$ cat config.mk
export PLATFORM = sky130hd
export DESIGN_NAME = pcstackunit
export DESIGN_NICKNAME = d
export VERILOG_FILES = /design/src/rtl/pcstackunit.sv
export SDC_FILE = /design/constraint.sdc
export NUM_CORES = 1
export LEC_CHECK = 0
export CAP_MARGIN = 20
export CORE_MARGIN = 5
export CORE_UTILIZATION = 50
export CTS_CLUSTER_SIZE = 40
export DETAILED_ROUTE_END_ITERATION = 8
export GPL_ROUTABILITY_DRIVEN = 0
export GPL_TIMING_DRIVEN = 1
export PLACE_DENSITY_LB_ADDON = 0.12
export SLEW_MARGIN = 30
export SYNTH_ARGS = -nofsm -noshare
export SYNTH_HDL_FRONTEND = slang
export SYNTH_SLANG_ARGS = --single-unit
$ cat constraint.sdc
create_clock -name Clock -period 2.85 [get_ports Clock]
set_clock_uncertainty 0.1 [all_clocks]
set_input_delay 0.855 -clock Clock [delete_from_list [all_inputs] [get_ports Clock]]
set_output_delay 0.855 -clock Clock [all_outputs]
set_load 0.02 [all_outputs]
$ cat src/rtl/pcstackunit.sv
// pcstackunit -- program-counter unit with a hardware return-address stack.
//
// Drives the instruction-memory address (PC) from the strobes that
// instruction decode supplies. Call pushes the return address onto a small
// circular stack and Ret pops it back. Stall freezes all state. Overflow and
// Underflow are sticky error flags for the debug/status register.
//
// Parameters
//   PC_N   program-counter / immediate width in bits
//   DEPTH  return-stack entries (power of two, >= 2)
//
// Ports
//   Clock      in   sole clock, rising edge
//   Reset      in   synchronous, active-high
//   Stall      in   hold all state this cycle
//   Branch     in   PC <= PC + imm + 1
//   Jump       in   PC <= imm
//   Call       in   push PC + 1, PC <= imm
//   Ret        in   pop into PC
//   imm        in   [PC_N]  target / offset, unsigned, mod 2^PC_N
//   PC         out  [PC_N]  current program counter (registered)
//   Depth      out  [log2(DEPTH)+1]  valid stack entries, 0..DEPTH
//   Overflow   out  sticky, Call while full
//   Underflow  out  sticky, Ret while empty
//
// Action priority per cycle: Reset > Stall > Ret > Call > Jump > Branch > +1.

module pcstackunit #(
  parameter int PC_N  = 8,
  parameter int DEPTH = 4
) (
  input  logic                     Clock,
  input  logic                     Reset,
  input  logic                     Stall,
  input  logic                     Branch,
  input  logic                     Jump,
  input  logic                     Call,
  input  logic                     Ret,
  input  logic [PC_N-1:0]          imm,
  output logic [PC_N-1:0]          PC,
  output logic [$clog2(DEPTH):0]   Depth,
  output logic                     Overflow,
  output logic                     Underflow
);

  localparam int                 PTR_W = $clog2(DEPTH);
  localparam logic [PTR_W:0]     FULL  = (PTR_W + 1)'(DEPTH);

  logic [PC_N-1:0]  stack_mem [DEPTH];
  logic [PTR_W-1:0] ptr;
  logic [PTR_W-1:0] ptr_top;
  logic [PC_N-1:0]  pc_inc;
  logic [PC_N-1:0]  pc_br;
  logic             stack_empty;
  logic             stack_full;
  logic             do_ret;
  logic             do_call;

  // PC arithmetic truncates to PC_N bits, giving mod 2^PC_N wrap for free.
  assign pc_inc      = PC + 1'b1;
  assign pc_br       = PC + imm + 1'b1;
  // The pointer always names the next free slot, so the top lives one below.
  assign ptr_top     = ptr - 1'b1;
  assign stack_empty = (Depth == '0);
  assign stack_full  = (Depth == FULL);

  // Ret outranks Call; both are suppressed by Stall and Reset.
  assign do_ret  = !Reset && !Stall && Ret;
  assign do_call = !Reset && !Stall && !Ret && Call;

  // Control state: PC, pointer, occupancy and sticky flags.
  always_ff @(posedge Clock) begin
    if (Reset) begin
      PC        <= '0;
      ptr       <= '0;
      Depth     <= '0;
      Overflow  <= 1'b0;
      Underflow <= 1'b0;
    end else if (!Stall) begin
      if (do_ret) begin
        if (stack_empty) begin
          // Empty pop behaves like a plain increment and records the error.
          PC        <= pc_inc;
          Underflow <= 1'b1;
        end else begin
          PC    <= stack_mem[ptr_top];
          ptr   <= ptr_top;
          Depth <= Depth - 1'b1;
        end
      end else if (do_call) begin
        PC  <= imm;
        ptr <= ptr + 1'b1;
        // When full, the pointer sits on the oldest entry, so the push
        // overwrites it and the stack keeps the newest DEPTH addresses.
        if (stack_full) begin
          Overflow <= 1'b1;
        end else begin
          Depth <= Depth + 1'b1;
        end
      end else if (Jump) begin
        PC <= imm;
      end else if (Branch) begin
        PC <= pc_br;
      end else begin
        PC <= pc_inc;
      end
    end
  end

  // Stack storage: data only, never reset.
  always_ff @(posedge Clock) begin
    if (do_call) begin
      stack_mem[ptr] <= pc_inc;
    end
  end

endmodule

* Yosys cells after proc, flatten, opt, wreduce, memory -nomap -nowiden *
Memories as Yosys holds them, arrays and structs flattened.
Index checks and enable logic that the tools add are counted.

word-level totals
  bits in registers = 15
  memory bits (writable) = 32
  output and inout bits = 13
  memories kept = 1

cells by class
  add/subtract/negate cells = 7
  eq/ne operators = 3
  mux-type cells = 14
  bitwise gates (word level) = 2
  reduce and logical (&&, ||, !) cells = 13

memories
  memory     words  width  read ports  clocked after memory_dff  write ports  RTL line  RTL
  stack_mem  4      8      1           0                         1            49        logic [PC_N-1:0] stack_mem [DEPTH];

operators with widths
  operator                                                                  number
  8-bit two-way mux                                                         5
  8-bit by 1-bit adder with 8-bit output (second input constant)            2
  3-bit two-way mux                                                         4
  8-bit adder                                                               1
  4-bit AND reduction                                                       2
  2-bit two-way mux                                                         3
  3-bit AND reduction                                                       2
  1-bit logical AND                                                         4
  3-bit by 1-bit adder with 3-bit output (second input constant)            1
  3-bit == test (second input constant)                                     1
  1-bit logical NOT                                                         3
  3-bit logical NOT                                                         1
  3-bit by 1-bit subtractor with 3-bit output (second input constant)       1
  2-bit by 1-bit adder with 2-bit output (second input constant)            1
  1-bit two-way mux                                                         2
  2-bit by 1-bit inequality test with 1-bit output (second input constant)  1
  2-bit inequality test (second input constant)                             1
  1-bit NOT                                                                 2
  2-bit nonzero test                                                        1
  2-bit by 1-bit subtractor with 2-bit output (second input constant)       1

* Longest topological paths before layout *
Gate-level depths: netlist of the first run.

  depth in word-level cells = 6
  mapped depth = 9

* Worst setup path after synthesis of the first run *
OpenSTA, ideal clock, no wires.

  path type = input -> register
  from = in imm[0]
  to = reg PC[6]
  library setup time = 0.070 ns
  arrival time = 2.415 ns
  data required time = 2.680 ns
  path slack = 0.265 ns
  stages = 9
  path buffers = 0
  cells stage by stage = inv_1 > ha_1 > fa_1 > nand2b_1 > a21oi_1 > nand2_1 > mux2i_1 > a311o_1 > a21oi_1

between the ends
  cells in the longest elaborated chain, start to end = 6

RTL lines
  what                                    RTL line  RTL
  start, declared                         39        input logic [PC_N-1:0] imm,
  8-bit adder                             61        assign pc_br = PC + imm + 1'b1;
  8-bit by 1-bit adder with 8-bit output  61
  8-bit two-way mux                       102       end else if (Branch) begin
  8-bit two-way mux                       100       end else if (Jump) begin
  8-bit two-way mux                       90        end else if (do_call) begin
  8-bit two-way mux                       80        if (do_ret) begin
  end signal, assigned                    91        PC <= imm;
  end signal, assigned                    101       PC <= imm;
  end signal, assigned                    103       PC <= pc_br;
  end, declared                           40        output logic [PC_N-1:0] PC,

Every way passes these cells.
A chain may end at the register's enable or synchronous reset.

* Worst setup path in the final report of the first run *
Same ends and word-level chain as after synthesis.

==> flow_summary.yaml, run 1 <==
status:
  status: "finished, final reports clean"
yosys:
  avgSynthCellArea_sq_um: 11.0
  synth-edff-count: 32
  async_reset_ff_share_pct: 0
  yosysWarnings: 0
  ys_types: 45
  synthCells: 239
  synth_seq_area_share_pct: 48.1
  synth-seq-cells: 47
  synth_area_sq_mm: 0.00262
  synthesis.nets: 268
  synth_ff_type: "edfxtp_1"
sta:
  finalHoldViolCount: 0
  finalCritPeriodShare_pct: 95.8
  fmax_mhz: 366
  setup_viol: 0
  drv_slew: 0
  slew_headroom_pct: 65.1
  setup_tns_ns: 0
  rsz0062_at_grt: "false"
  fin_crit_ns: 2.73
  tightest_slew_ns: 0.520
critical_path:
  cpPeakStageDelay_ns: 0.45
  cp_cell_sequence: "clkdlybuf4s50_1, inv_1, ha_1, fa_2, nand2b_1, a21oi_2, nand2_1, mux2i_1, a311o_1, a21oi_1"
  cp-start-kind: "primary input"
  arrival_ns: 2.88
  cp.buffers_inverters: 2
  path_delay_family: "compound AO/OA/AOI/OAI gates"
  end_kind: "flop"
  required_ns: 3.00
  worstPathMaxFanout: 2
  crit_type: "primary input to flop"
  worst_path_max_delay_cell: "clkdlybuf4s50_1"
worst_hold_path:
  hp-class: "flop to flop"
routing:
  vias: 2013
  dr.first_iter.drc_count: 190
  route.detailed.drc: 0
  vias_per_cell: 5.65
  post_drt_wl_per_cell_um: 17.4
  first_pass_iters: 4
  drt_wl_total_um: 6190
  ant_nets: 0
layout:
  drive_above_1_share_pct: 16.4
  regArea_sq_mm: 0.00126
  antenna_cells: 0
  fillers: 445
  multi_input_area_sq_mm: 0.00126
  final_cell_mix: "edfxtp_1 (32), clkdlybuf4s50_1 (27), nor2_1 (24)"
  syn2layout_area_growth_pct: 23.5
  final_core_util_pct: 63.4
  layout_commonest_cell: "edfxtp_1"
  final_nets: 314
die:
  ios: 28
  row_count: 26
  initial_utilization_pct: 51.3
  fp.dieW_um: 82.4
  die_area_sq_mm: 0.00679
  die_h_um: 82.4
  core_area_sq_mm: 0.00511
cts:
  clock_latency_ns: 0.31
  cts_root_buffer: "clkbuf_8"
  cts_buffers: 5
  cts_max_level: 2
  clock_sinks: 47
  cts.clk_slew.worst_paths_ns: 0.10
  tritoncts: "done"
  hold_buffers: 0
  cts_max_path_buffers: 2
global_route:
  met3_usage_pct: 5.21
  grt_pass1_wl_um: 10200
  use_met2_pct: 32.4
  antenna_found_initial: 0
  grt_usage_pct: 20.3
  grtUsageMet1_pct: 27.9
  overflow: 0
  grt_max_degree: 17
  top_usage_layer: "met2"
  first_global_vias: 1952
power_and_ir_drop:
  power-per-cell-area_mw_per_mm2: 477
  vdd_drop_max_uv: 367
  finalPower_mw: 1.55
  p_leak_nw: 1.20
placed_design:
  portBuffers: 27
  dpl.hpwl_um: 4630
run:
  drv_cap: 0
## per-stage QoR
stage          cell area, sq um  setup slack (ns)  hold slack [ns]  instances
2_1_floorplan              2620             0.265            0.426        239
3_3_place_gp               3140            -0.261            0.363        348
3_5_place_dp               3140            -0.309            0.367        348
4_1_cts                    3230            0.0168            0.394        356
5_1_grt                    3240            0.0355            0.428        356
6_report                   3240             0.121            0.385        356
## area by class of cell
type                       count  area share, %
multi-input combinational    168           39.0
tap                           70           2.71
sequential                    47           39.0
inverter                      15           1.74
clock inverter                 3          0.696
clock buffer                   5           2.13
timing repair buffer          48           14.8
## cell families after synthesis
group	count (synthesis)	synth area share, %
mux	13	8.78
buf+inv	24	3.96
simple gates	71	14.0
compound gates	56	13.2
xor+xnor	14	4.68
fa+ha+maj	14	7.26
flops	47	48.1
## layer usage
layer	vias up	wire length, um
li1	977	-
met1	976	2760
met2	53	3030
met3	7	324
met4	0	73
met5	-	0
## power breakdown
| part | internal, mW | switching [mW] | total [mW] |
|---|---|---|---|
| clock network | 0.178 | 0.243 | 0.421 |
| registers | 0.752 | 0.0223 | 0.774 |
| logic | 0.164 | 0.186 | 0.350 |
| total | 1.09 | 0.451 | 1.55 |
## worst min-delay path, cell delays in order (launching register included)
cell     delay [ns]
dfxtp_1        0.34
a41oi_1        0.04
nor2_1         0.07
## worst paths after layout
kind / start / to / slack [ns] / cells after the start
max: imm[0] / PC[6] / 0.12 / 10
min: Overflow / Overflow / 0.39 / 2
max reg2reg: ptr[1] / PC[6] / 0.70 / 5
min reg2reg: Overflow / Overflow / 0.39 / 2
## repair_timing
item                                   in CTS  in global routing
buffers inserted                            0                  0
setup endpoints to repair                   0                  2
resized for setup                           0                  2
endpoints found under the hold margin       0                  0
## Yosys cell counts (all sizes together) (3+ instances only)
cell,n,area (sq um)
xnor2,6,52.6
and2,6,40.0
edfxtp,32,961
clkbuf,3,11.3
nand3,6,35.0
nand2b,4,25.0
xor2,8,70.1
nand2,17,63.8
o22ai,3,18.8
mux2i,5,50.1
nor2,25,96.4
o21ai,13,65.1
inv,15,56.3
mux4,8,180
a21oi,20,100
dfxtp,15,300
ha,12,150
nor3,4,20.0
buf,6,36.3
## sequential cells by signal, indices dropped and copies added, names as in the netlist
name       count
Depth          3
Overflow       1
PC             8
Underflow      1
ptr            2
stack_mem     32
No activity file was read; power rests on OpenSTA's default activity.
==> run 2: changes to the inputs <==
Settings changed: RECOVER_POWER from default to 100.
==> run 2 against run 1 <==
  * Non-clock buffer count unchanged
  * Sequential share of layout area increased by 0.30 points
  * Cell area decreased by 0.77%
  * Clock-buffer cell count unchanged
  * Clock power about the same
  * Via count increased by 0.15%
  * Cell count unchanged
  * Sequential power about the same
  * Worst hold slack got worse by 0.0037 ns
  * Flip-flop and latch count unchanged
  * Wire length about the same
  * Critical path type unchanged
  * Largest cell class is now registers
==> flow_summary.yaml, run 2 (synthesis gave the netlist of run 1 again) <==
global_route:
  grt_pass1_wl_um: 10200
  grt_usage_pct: 20.3
  overflow: 0
  first_global_vias: 1952
  grt_max_degree: 17
  antenna_found_initial: 0
die:
  die_h_um: 82.4
  ios: 28
  die_area_sq_mm: 0.00679
  initial_utilization_pct: 51.3
  fp.dieW_um: 82.4
  row_count: 26
  core_area_sq_mm: 0.00511
critical_path:
  crit_end: "PC[6]"
  worst_path_max_delay_cell: "clkdlybuf4s50_1"
  cp.buffers_inverters: 2
  path_delay_family: "compound AO/OA/AOI/OAI gates"
  crit_type: "primary input to flop"
  ff2ff_path_depth: 8
  rr_startpoint: "PC[0]"
  r2r_end: "PC[2]"
  arrival_ns: 2.88
  required_ns: 3.00
  worstPathMaxFanout: 2
  end_kind: "flop"
  worstSetupStartpoint: "imm[0]"
  cp-start-kind: "primary input"
  cp_cell_sequence: "clkdlybuf4s50_1, inv_1, ha_1, fa_2, nand2b_1, a21oi_2, nand2_1, mux2i_1, a311o_1, a21oi_1"
  cp.depth: 10
  reg2reg_slack_ns: 0.57
  cpPeakStageDelay_ns: 0.45
cts:
  cts_max_level: 2
  tritoncts: "done"
  cts.clk_slew.worst_paths_ns: 0.10
  cts_root_buffer: "clkbuf_8"
  cts_buffers: 5
  clock_sinks: 47
  cts_max_path_buffers: 2
  clock_latency_ns: 0.30
status:
  status: "finished, final reports clean"
sta:
  tightest_slew_ns: 0.569
  drv_slew: 0
  finalWorstSetupSlack_ns: 0.119
  rsz0062_at_grt: "false"
  finalHoldViolCount: 0
  fmax_mhz: 366
  setup_viol: 0
  slew_headroom_pct: 61.5
  fin_crit_ns: 2.73
  finalCritPeriodShare_pct: 95.8
power_and_ir_drop:
  p_leak_nw: 1.22
  power-per-cell-area_mw_per_mm2: 478
  vdd_drop_max_uv: 367
routing:
  post_drt_wl_per_cell_um: 17.4
  vias: 2016
  drt_wl_total_um: 6190
  dr.first_iter.drc_count: 137
  ant_nets: 0
  vias_per_cell: 5.66
  first_pass_iters: 4
  route.detailed.drc: 0
layout:
  largestRegisters: "stack_mem (32), PC (8), Depth (3)"
  final_cell_mix: "edfxtp_1 (32), nor2_1 (24), a21oi_1 (19)"
  final_nets: 314
  largest_reg_flops: 32
  syn2layout_area_growth_pct: 22.5
  antenna_cells: 0
  regMostFlops: "stack_mem"
  drive_above_1_share_pct: 15.4
  instances_no_fill: 356
  final_core_util_pct: 62.9
  layout_commonest_cell: "edfxtp_1"
  finalInstanceArea_sq_mm: 0.00321
placed_design:
  pre_cts_ws_ns: -0.309
  postPlaceCellArea_sq_mm: 0.00314
  dpl.hpwl_um: 4630
  dp_cells: 348
  portBuffers: 27
worst_hold_path:
  hp-class: "flop to flop"
run:
  drv_cap: 0
## run 2: report_power, final
part | total [mW] | switching [mW] | internal, mW | leakage (nW)
Sequential | 0.773 | 0.0215 | 0.752 | 0.414
Combinational | 0.341 | 0.184 | 0.157 | 0.755
Clock | 0.422 | 0.244 | 0.178 | 0.0489
Total | 1.54 | 0.450 | 1.09 | 1.22
## run 2: final cells by class
class	instances	area [sq um]
Inverter	15	56.3
Multi-Input combinational cell	168	1250
Tap cell	70	87.6
Sequential cell	47	1260
Clock buffer	5	68.8
Timing Repair Buffer	48	468
Fill cell	450	1900
Clock inverter	3	22.5
## run 2: layer usage
metal  routed length, um  global-route usage [%]
met5                   0                       0
met1                2590                    27.9
met2                3070                    32.4
met4                  73                    4.65
met3                 452                    5.21
## run 2: how the worst min path moves through the flow
| stage | from | to | slack [ns] | cells past startpoint |
|---|---|---|---|---|
| 2_1_floorplan | ptr[1] | ptr[1] | 0.43 | 2 |
| 3_3_place_gp | Overflow | Overflow | 0.36 | 2 |
| 3_5_place_dp | Overflow | Overflow | 0.37 | 2 |
| 4_1_cts | Overflow | Overflow | 0.39 | 2 |
| 5_1_grt | Underflow | Underflow | 0.43 | 2 |
| 6_report | Overflow | Overflow | 0.38 | 2 |
## run 2: timing repair
action	in CTS	in global routing
hold buffers	0	0
gates resized for setup	0	2
buffers inserted	0	0
setup endpoints to repair	0	2
## run 2: worst register-to-register path: stages, from the launching register on
cell and delay [ns]:
dfxtp_1 0.33, clkbuf_1 0.30, ha_1 0.28, xor2_1 0.45, mux2i_1 0.13, nand2_1 0.09, o21ai_1 0.06, a221o_1 0.34
a21oi_1 0.13
## run 2: metrics by stage
stage | setup TNS [ns] | total power, mW | hold slack, ns
after floorplan | 0 | 1.00 | 0.426
after global placement | -0.603 | 1.13 | 0.363
after detailed placement | -0.731 | 1.14 | 0.367
after CTS | 0 | 1.56 | 0.394
after global routing | 0 | 1.62 | 0.425
final | 0 | 1.54 | 0.381
